==> src/rtl/mips_data_bridge.sv <==
// -----------------------------------------------------------------------------
// mips_data_bridge
//
// Bridges the data port of a Harvard MIPS CPU (combinational read, single-cycle
// write) onto a slower shared data memory that uses a valid/wait handshake.
// Every CPU access becomes a multi-cycle bus transaction, and the CPU is frozen
// through its clock enable until that transaction has completed. Misaligned
// accesses and bus timeouts are turned into a harmless completion and recorded
// in a sticky error flag.
//
// Ports:
//   clk                 system clock, all state updates on the rising edge
//   reset               synchronous, active-high reset
//   cpu_data_address    CPU byte address
//   cpu_data_write      CPU write request
//   cpu_data_read       CPU read request
//   cpu_data_writedata  CPU write data
//   cpu_data_readdata   read data to the CPU (holds the last completed read)
//   cpu_clk_enable      clock enable to the CPU, 0 freezes it
//   mem_address         word-aligned byte address to memory
//   mem_read            bus read request
//   mem_write           bus write request
//   mem_writedata       bus write data
//   mem_waitrequest     memory is not accepting the current request
//   mem_readdata        bus read data
//   mem_readdatavalid   mem_readdata is valid this cycle
//   error               sticky fault flag, cleared only by reset
//
// Parameters:
//   TIMEOUT   cycles to wait for bus progress before aborting (2..255)
//   ERR_DATA  read data returned on a misaligned or timed-out read
// -----------------------------------------------------------------------------
module mips_data_bridge #(
    parameter int unsigned TIMEOUT  = 64,
    parameter logic [31:0] ERR_DATA = 32'hDEADBEEF
) (
    input  logic        clk,
    input  logic        reset,
    input  logic [31:0] cpu_data_address,
    input  logic        cpu_data_write,
    input  logic        cpu_data_read,
    input  logic [31:0] cpu_data_writedata,
    output logic [31:0] cpu_data_readdata,
    output logic        cpu_clk_enable,
    output logic [31:0] mem_address,
    output logic        mem_read,
    output logic        mem_write,
    output logic [31:0] mem_writedata,
    input  logic        mem_waitrequest,
    input  logic [31:0] mem_readdata,
    input  logic        mem_readdatavalid,
    output logic        error
);

    typedef enum logic [2:0] {
        IDLE,
        RD_REQ,
        RD_WAIT,
        WR_REQ,
        DONE
    } state_t;

    // Last count value before a stalled bus phase is abandoned.
    localparam logic [7:0] CNT_LAST = 8'(TIMEOUT - 1);

    state_t      state_q, state_d;
    logic [7:0]  cnt_q,   cnt_d;
    logic [31:0] addr_q,  addr_d;
    logic [31:0] wdata_q, wdata_d;
    logic [31:0] rdata_q, rdata_d;
    logic        error_q, error_d;

    logic        cpu_req;
    logic        misaligned;
    logic        cnt_expired;

    assign cpu_req     = cpu_data_read | cpu_data_write;
    assign misaligned  = (cpu_data_address[1:0] != 2'b00);
    assign cnt_expired = (cnt_q == CNT_LAST);

    // -------------------------------------------------------------------------
    // Next-state logic
    // -------------------------------------------------------------------------
    always_comb begin
        // NOTE: every signal gets a default first so no path through the case
        // leaves one unassigned, which would otherwise infer a latch.
        state_d = state_q;
        cnt_d   = cnt_q;
        addr_d  = addr_q;
        wdata_d = wdata_q;
        rdata_d = rdata_q;
        error_d = error_q;

        case (state_q)
            IDLE: begin
                if (cpu_req) begin
                    cnt_d = '0;
                    if (misaligned) begin
                        // No bus cycle at all; a read completes with the error
                        // pattern, a write is simply dropped.
                        error_d = 1'b1;
                        state_d = DONE;
                        if (cpu_data_read) begin
                            rdata_d = ERR_DATA;
                        end
                    end else if (cpu_data_read) begin
                        // Read wins a simultaneous read/write, which is flagged.
                        addr_d  = cpu_data_address;
                        state_d = RD_REQ;
                        if (cpu_data_write) begin
                            error_d = 1'b1;
                        end
                    end else begin
                        addr_d  = cpu_data_address;
                        wdata_d = cpu_data_writedata;
                        state_d = WR_REQ;
                    end
                end
            end

            RD_REQ: begin
                if (!mem_waitrequest) begin
                    state_d = RD_WAIT;
                    cnt_d   = '0;
                end else if (cnt_expired) begin
                    error_d = 1'b1;
                    rdata_d = ERR_DATA;
                    state_d = DONE;
                end else begin
                    cnt_d = cnt_q + 8'd1;
                end
            end

            RD_WAIT: begin
                // Data arriving on the last allowed cycle still counts.
                if (mem_readdatavalid) begin
                    rdata_d = mem_readdata;
                    state_d = DONE;
                end else if (cnt_expired) begin
                    error_d = 1'b1;
                    rdata_d = ERR_DATA;
                    state_d = DONE;
                end else begin
                    cnt_d = cnt_q + 8'd1;
                end
            end

            WR_REQ: begin
                if (!mem_waitrequest) begin
                    state_d = DONE;
                end else if (cnt_expired) begin
                    error_d = 1'b1;
                    state_d = DONE;
                end else begin
                    cnt_d = cnt_q + 8'd1;
                end
            end

            DONE: begin
                state_d = IDLE;
            end

            default: begin
                state_d = IDLE;
            end
        endcase
    end

    // -------------------------------------------------------------------------
    // State registers
    // -------------------------------------------------------------------------
    always_ff @(posedge clk) begin
        // NOTE: sequential state uses non-blocking assignments so every register
        // samples the pre-edge values, independent of statement order.
        if (reset) begin
            // NOTE: the address and write-data latches are reset too, because
            // they drive mem_address and mem_writedata directly and those must
            // read zero after reset.
            state_q <= IDLE;
            cnt_q   <= '0;
            addr_q  <= '0;
            wdata_q <= '0;
            rdata_q <= '0;
            error_q <= 1'b0;
        end else begin
            state_q <= state_d;
            cnt_q   <= cnt_d;
            addr_q  <= addr_d;
            wdata_q <= wdata_d;
            rdata_q <= rdata_d;
            error_q <= error_d;
        end
    end

    // -------------------------------------------------------------------------
    // Outputs, decoded from registered state only (apart from the clock enable)
    // -------------------------------------------------------------------------
    assign mem_read          = (state_q == RD_REQ);
    assign mem_write         = (state_q == WR_REQ);
    assign mem_address       = addr_q;
    assign mem_writedata     = wdata_q;
    assign cpu_data_readdata = rdata_q;
    assign error             = error_q;

    // The CPU runs when it has nothing to ask for, and for the single DONE
    // cycle that lets it consume the result and present its next request.
    assign cpu_clk_enable = (state_q == DONE) || ((state_q == IDLE) && !cpu_req);

endmodule
==> config.mk <==
export PLATFORM = sky130hd
export DESIGN_NAME = mips_data_bridge
export DESIGN_NICKNAME = d
export VERILOG_FILES = /design/src/rtl/mips_data_bridge.sv
export SDC_FILE = /design/constraint.sdc
export NUM_CORES = 1
export LEC_CHECK = 0
export CAP_MARGIN = 20
export CORE_MARGIN = 4
export CORE_UTILIZATION = 42
export DETAILED_ROUTE_END_ITERATION = 10
export PLACE_DENSITY = 0.79
export SLEW_MARGIN = 20
export SYNTH_ARGS = -nofsm -noshare
export SYNTH_HDL_FRONTEND = slang
export SYNTH_SLANG_ARGS = --single-unit
==> constraint.sdc <==
create_clock -name clk -period 2 [get_ports clk]
set_clock_uncertainty 0.1 [all_clocks]
set_input_delay 0.2 -clock clk [delete_from_list [all_inputs] [get_ports clk]]
set_output_delay 0.2 -clock clk [all_outputs]
set_load 0.1 [all_outputs]
After elaboration in Yosys (flattened, before gate mapping)
Index checks and enable logic that the tools add are counted.
{"block": "totals", "ff_bits": 108, "latchBits": 0, "mem_bits_rw": 0, "romBits": 0, "inputBits": 102, "output_inout_bits": 100, "mem_count": 0}
{"block": "classes", "n_addsub": 1, "multipliers": 0, "n_div": 0, "magnitude_cmp": 0, "eq_ne": 14, "shift": 0, "n_mux": 29, "bitwise": 3, "n_reduce_logical": 14}
{"operator": "32-bit two-way mux", "count": 6}
{"operator": "32-bit one-hot mux with 3 select lines", "count": 1}
{"operator": "8-bit two-way mux", "count": 5}
{"operator": "8-bit one-hot mux with 4 select lines", "count": 1}
{"operator": "3-bit two-way mux", "count": 6}
{"operator": "3-bit one-hot mux with 4 select lines", "count": 1}
{"operator": "8-bit by 1-bit adder with 8-bit output, second input constant", "count": 1}
{"operator": "8-bit by 6-bit equality test with 1-bit output, second input constant", "count": 1}
{"operator": "2-bit != test, second input constant", "count": 4}
{"operator": "4-bit AND reduction", "count": 2}
{"operator": "1-bit two-way mux", "count": 7}
{"operator": "3-bit by 2-bit equality test with 1-bit output, second input constant", "count": 2}
{"operator": "2-bit by 1-bit != test with 1-bit output, second input constant", "count": 3}
{"operator": "3-bit != test, second input constant", "count": 2}
{"operator": "6-bit AND reduction", "count": 1}
{"operator": "3-bit nonzero test", "count": 2}
{"operator": "5-bit AND reduction", "count": 1}
{"operator": "4-bit nonzero test", "count": 1}
{"operator": "3-bit by 1-bit equality test with 1-bit output, second input constant", "count": 1}
{"operator": "3-bit equality test, second input constant", "count": 1}
{"operator": "3-bit logical NOT", "count": 1}
{"operator": "1-bit one-hot mux with 3 select lines", "count": 1}
{"operator": "3-bit AND reduction", "count": 1}
{"operator": "2-bit two-way mux", "count": 1}
{"operator": "other kinds (7)", "count": 8}

Depth between registers and ports, before layout
{"block": "depth", "depth_word": 5, "mapped_depth": 7, "ltp_nobuf": 4}

Worst setup path before layout
No wires, ideal clock.
{"block": "synth_path", "path_type": "register to register", "startpoint": "reg state_q[0]", "endpoint": "reg state_q[1]", "t_arrival_ps": 3148, "t_required_ps": 1824, "setup_slack_ps": -1324, "path_stages_with_launch": 6, "synth_period_minus_slack_ps": 3324, "cell_sequence": "dfxtp_1 > buf_2 > inv_2 > nor3_1 > a32oi_1 > a21oi_1"}
{"block": "synth_between", "elab_chain_cells": 2}
{"item": "start: declaration", "line_no": "66", "source": "state_t state_q, state_d;"}
{"item": "start signal: assignment", "line_no": "186", "source": "state_q <= state_d;"}
{"item": "3-bit by 1-bit equality test with 1-bit output"}
{"item": "named net mem_read", "line_no": "46", "source": "output logic mem_read,"}
{"item": "3-bit one-hot mux with 4 select lines", "line_no": "94", "source": "case (state_q)"}
The timed path passes the listed nets, and every way through them passes these cells.
A chain may end at the register's enable or synchronous reset.

Worst setup path in the final report
{"block": "layout_path", "startpoint": "reg state_q[0]", "endpoint": "reg cnt_q[7]"}
{"block": "layout_between", "elab_chain_cells": 3}
{"item": "3-bit by 2-bit equality test with 1-bit output (tied with other cells)", "line_no": "94"}
{"item": "2-bit != test (no line) (tied with other cells)"}
{"item": "4-bit AND reduction (no line)"}
{"item": "end signal: assignment", "line_no": "187", "source": "cnt_q <= cnt_d;"}
{"item": "end: declaration", "line_no": "67", "source": "logic [7:0] cnt_q, cnt_d;"}
Several ways; a longest one is shown, not always the timed one.

==> impl_results.md <==
* Crit-path cells: buf_4 -> nor2b_1 -> a21o_1 -> a211oi_1 -> o32ai_1
* Largest cells by area after synthesis: dfxtp_1 47%, nand2_1 14%, a21oi_1 7.7%
* Slowest-stage cell, CP: dfxtp_1
* Fmax at 536 MHz
* Leading cell type in the layout, fill and taps excluded: nand2_1
* N_diodes at 0
* Total Neg Setup Slack at 0 ps
* IO buf count at 201
* Row count at 37
* Worst path arrival time at 2020 ps
* Gr usage total at 20.8%
* Vias at around 4800
* Final Hold Fails at 0
* Xor/xnor share of the synthesized area at 0%
* DR DRC count at 0
* Sequential fraction of design power at 43.0%
* Overall power at about 5.4 mW
* Wirelength per Cell at around 15 um
* Synth async-reset ratio at 0%
* HPWL Detailed at between 9 and 10 mm
* Mean Syn Cell Area at 8.05 um^2
* Num ports at 202
* Peak supply drop at 0.615 mV
* Worst path buffer plus inverter count at 1
* Sw Share at a little under two fifths
* Initial antenna violation count at 0
* Post-route worst setup slack at 135 ps
* WP data required at ~2200 ps
* Final cycle utilization of the critical path at 93.2%
* Synth cell types at 48
* Final Slew Violations at 0
* Post-synthesis mux area share at under 10%
* Die span in x at approximately 110 um
* Dpl cells at between 800 and 900
* Worst setup path category: reg2reg
* WHS at 198 ps
* Layout Nets at about 860
* CP top delay family: compound AO/OA/AOI/OAI gates
* Min-delay worst type: in2reg
* Via count normalized by instance count at roughly 5.3
* Clock Sinks at approximately 110
* Logic pwr share at 32.3%
* Net Sw Power at 2.04 mW
* Num CTS Buffers at 9
* Worst Setup End Kind: flip-flop
* Seq/Total Area, Yosys at between 40% and 50%
* Initial Utilization at 43.7%
* Yosys warnings at 0
* Adder-Cell Fraction of Synth Area at 0.274%
* Gp weighted congestion at approximately 0.90
* Root buffer cell: clkbuf_8
* Leak at around 2.6 nW
* Final Setup Violations at 0
* Period minus WS final at 1860 ps
* Vias in the first global route at 4545
* Pin slew with the least headroom to its limit at 472 ps
* Most frequent cells in the layout: 165 x nand2_1, 117 x buf_4, 107 x dfxtp_1
* CTS Hold Bufs at 0
* Syn nets at about 670
* Number of flops mapped to enable cells by yosys at 0
* Synth area leader: dfxtp_1
* Latest clock arrival within the worst-skew pair at 360 ps
* Synth top area share at 47.3%
* Final ANT Viol Nets at 0
* Total grt overflow at 0
* Main combinational cell family by area after synthesis: compound AO/OA/AOI/OAI gates
* Max stage delay on crit path at 480 ps
* Area Overhead vs Synth at 50.2%
* Detailed Route Iter0 Violations at 334
* RSZ-0062 raised after global routing: false
* Std-Cell Core Area at around 10000 um^2
* #FFs+latches synth at around 110
* Clk pwr share at about a quarter
* Drt total wl at 13.5 mm
* Largest net degree at the start of global routing at 49
* First-pass GRT wire length at between 20 and 25 mm
* CTS tree: yes
* Worst-path clk slew at 110 ps
* Die Span Y at 112 um
* Pre-CTS WS at -138 ps
* Layout cell share with drive strength beyond 1 at between 20% and 30%
* Netlist Area Pre-Place at around 4600 um^2
* TritonRoute pass-1 iters at 5
* H-tree depth at 3
* Maximum fanout along the worst path at 7
* DIE AREA at 12600 um^2
* Post-Synthesis Cells at 568
* Outcome: completed
* Relative slew slack at 68.6%
* CTS max path bufs at 2
* Max-cap violation count at 0
* Non-filler instance count after layout at 901
* Compound-Gate Fraction of Synth Area at 23.1%
* Main synth FF type: dfxtp_1
* Startpoint Class: flip-flop
* Power Internal at about 3.4 mW
* Pwr dens at 792 nW/um^2
* Post-Synth Simple-Gate Area at 22.4%
synthesized netlist by cell type, drive strengths merged, types with 3 or more instances:
master / number
mux2i: 5
or3: 5
nor3: 3
nand4: 5
nor2: 8
nor2b: 3
o21a: 25
nand3: 5
nand2b: 16
nand2: 165
a211oi: 3
a21oi: 71
inv: 7
a31oi: 48
o21ai: 11
and4: 3
nor4: 6
clkbuf: 22
buf: 26
dfxtp: 108
final timing paths:
check,start,to,slack (ps),depth (start not counted)
worst max-delay path,state_q[0],cnt_q[7],140,5
worst min-delay path,reset,mem_writedata[20],200,2
worst max register to register,state_q[0],cnt_q[7],140,5
worst min register to register,mem_writedata[5],mem_writedata[5],360,2
routing by layer:
metal  track usage [%]  vias up  routed length, um
met5                 0        -                  0
met4              6.33        0                231
met3              6.36       20               1250
met2              34.4      202               6240
met1              26.2     2183               5810
li1                  -     2353                  -
logic make-up after synthesis:
family          Yosys count
simple gates            227
compound gates          172
flops                   108
buf+inv                  55
mux                       5
fa+ha+maj                 1
area by class of cell:
type | instances | area, um^2
fillers | 892 | 3590
multi-input cells | 405 | 2190
flip-flops and latches | 108 | 2160
repair buffers | 229 | 2120
well taps | 136 | 170
clock buffers | 10 | 128
clock inverters | 6 | 70.1
inverters | 7 | 26.3
what timing repair did:
item,CTS,global route
setup buffers,0,0
endpoints found under the setup margin,0,28
resized for setup,0,1
through the flow:
stage | utilization [%] | instance area [um^2]
final | 65.7 | 6870
after global routing | 65.7 | 6870
after CTS | 65.6 | 6870
after detailed placement | 63.8 | 6670
after global placement | 63.8 | 6670
after floorplan | - | 4590
power by group through the flow:
stage | Clock, mW | Sequential [mW] | Combinational [mW]
floorplan | 0 | 3.17 | 0.417
global placement | 0 | 2.38 | 1.74
detailed placement | 0 | 2.39 | 1.76
CTS | 1.39 | 2.34 | 1.76
global route | 1.46 | 2.36 | 1.84
finish | 1.35 | 2.34 | 1.76
sequential cells by signal, indices dropped and copies added, names as in the netlist:
register,count
cpu_data_readdata,32
mem_address,32
mem_writedata,32
cnt_q,8
state_q,3
error,1
Note: power is estimated with default switching activity, not from simulation.
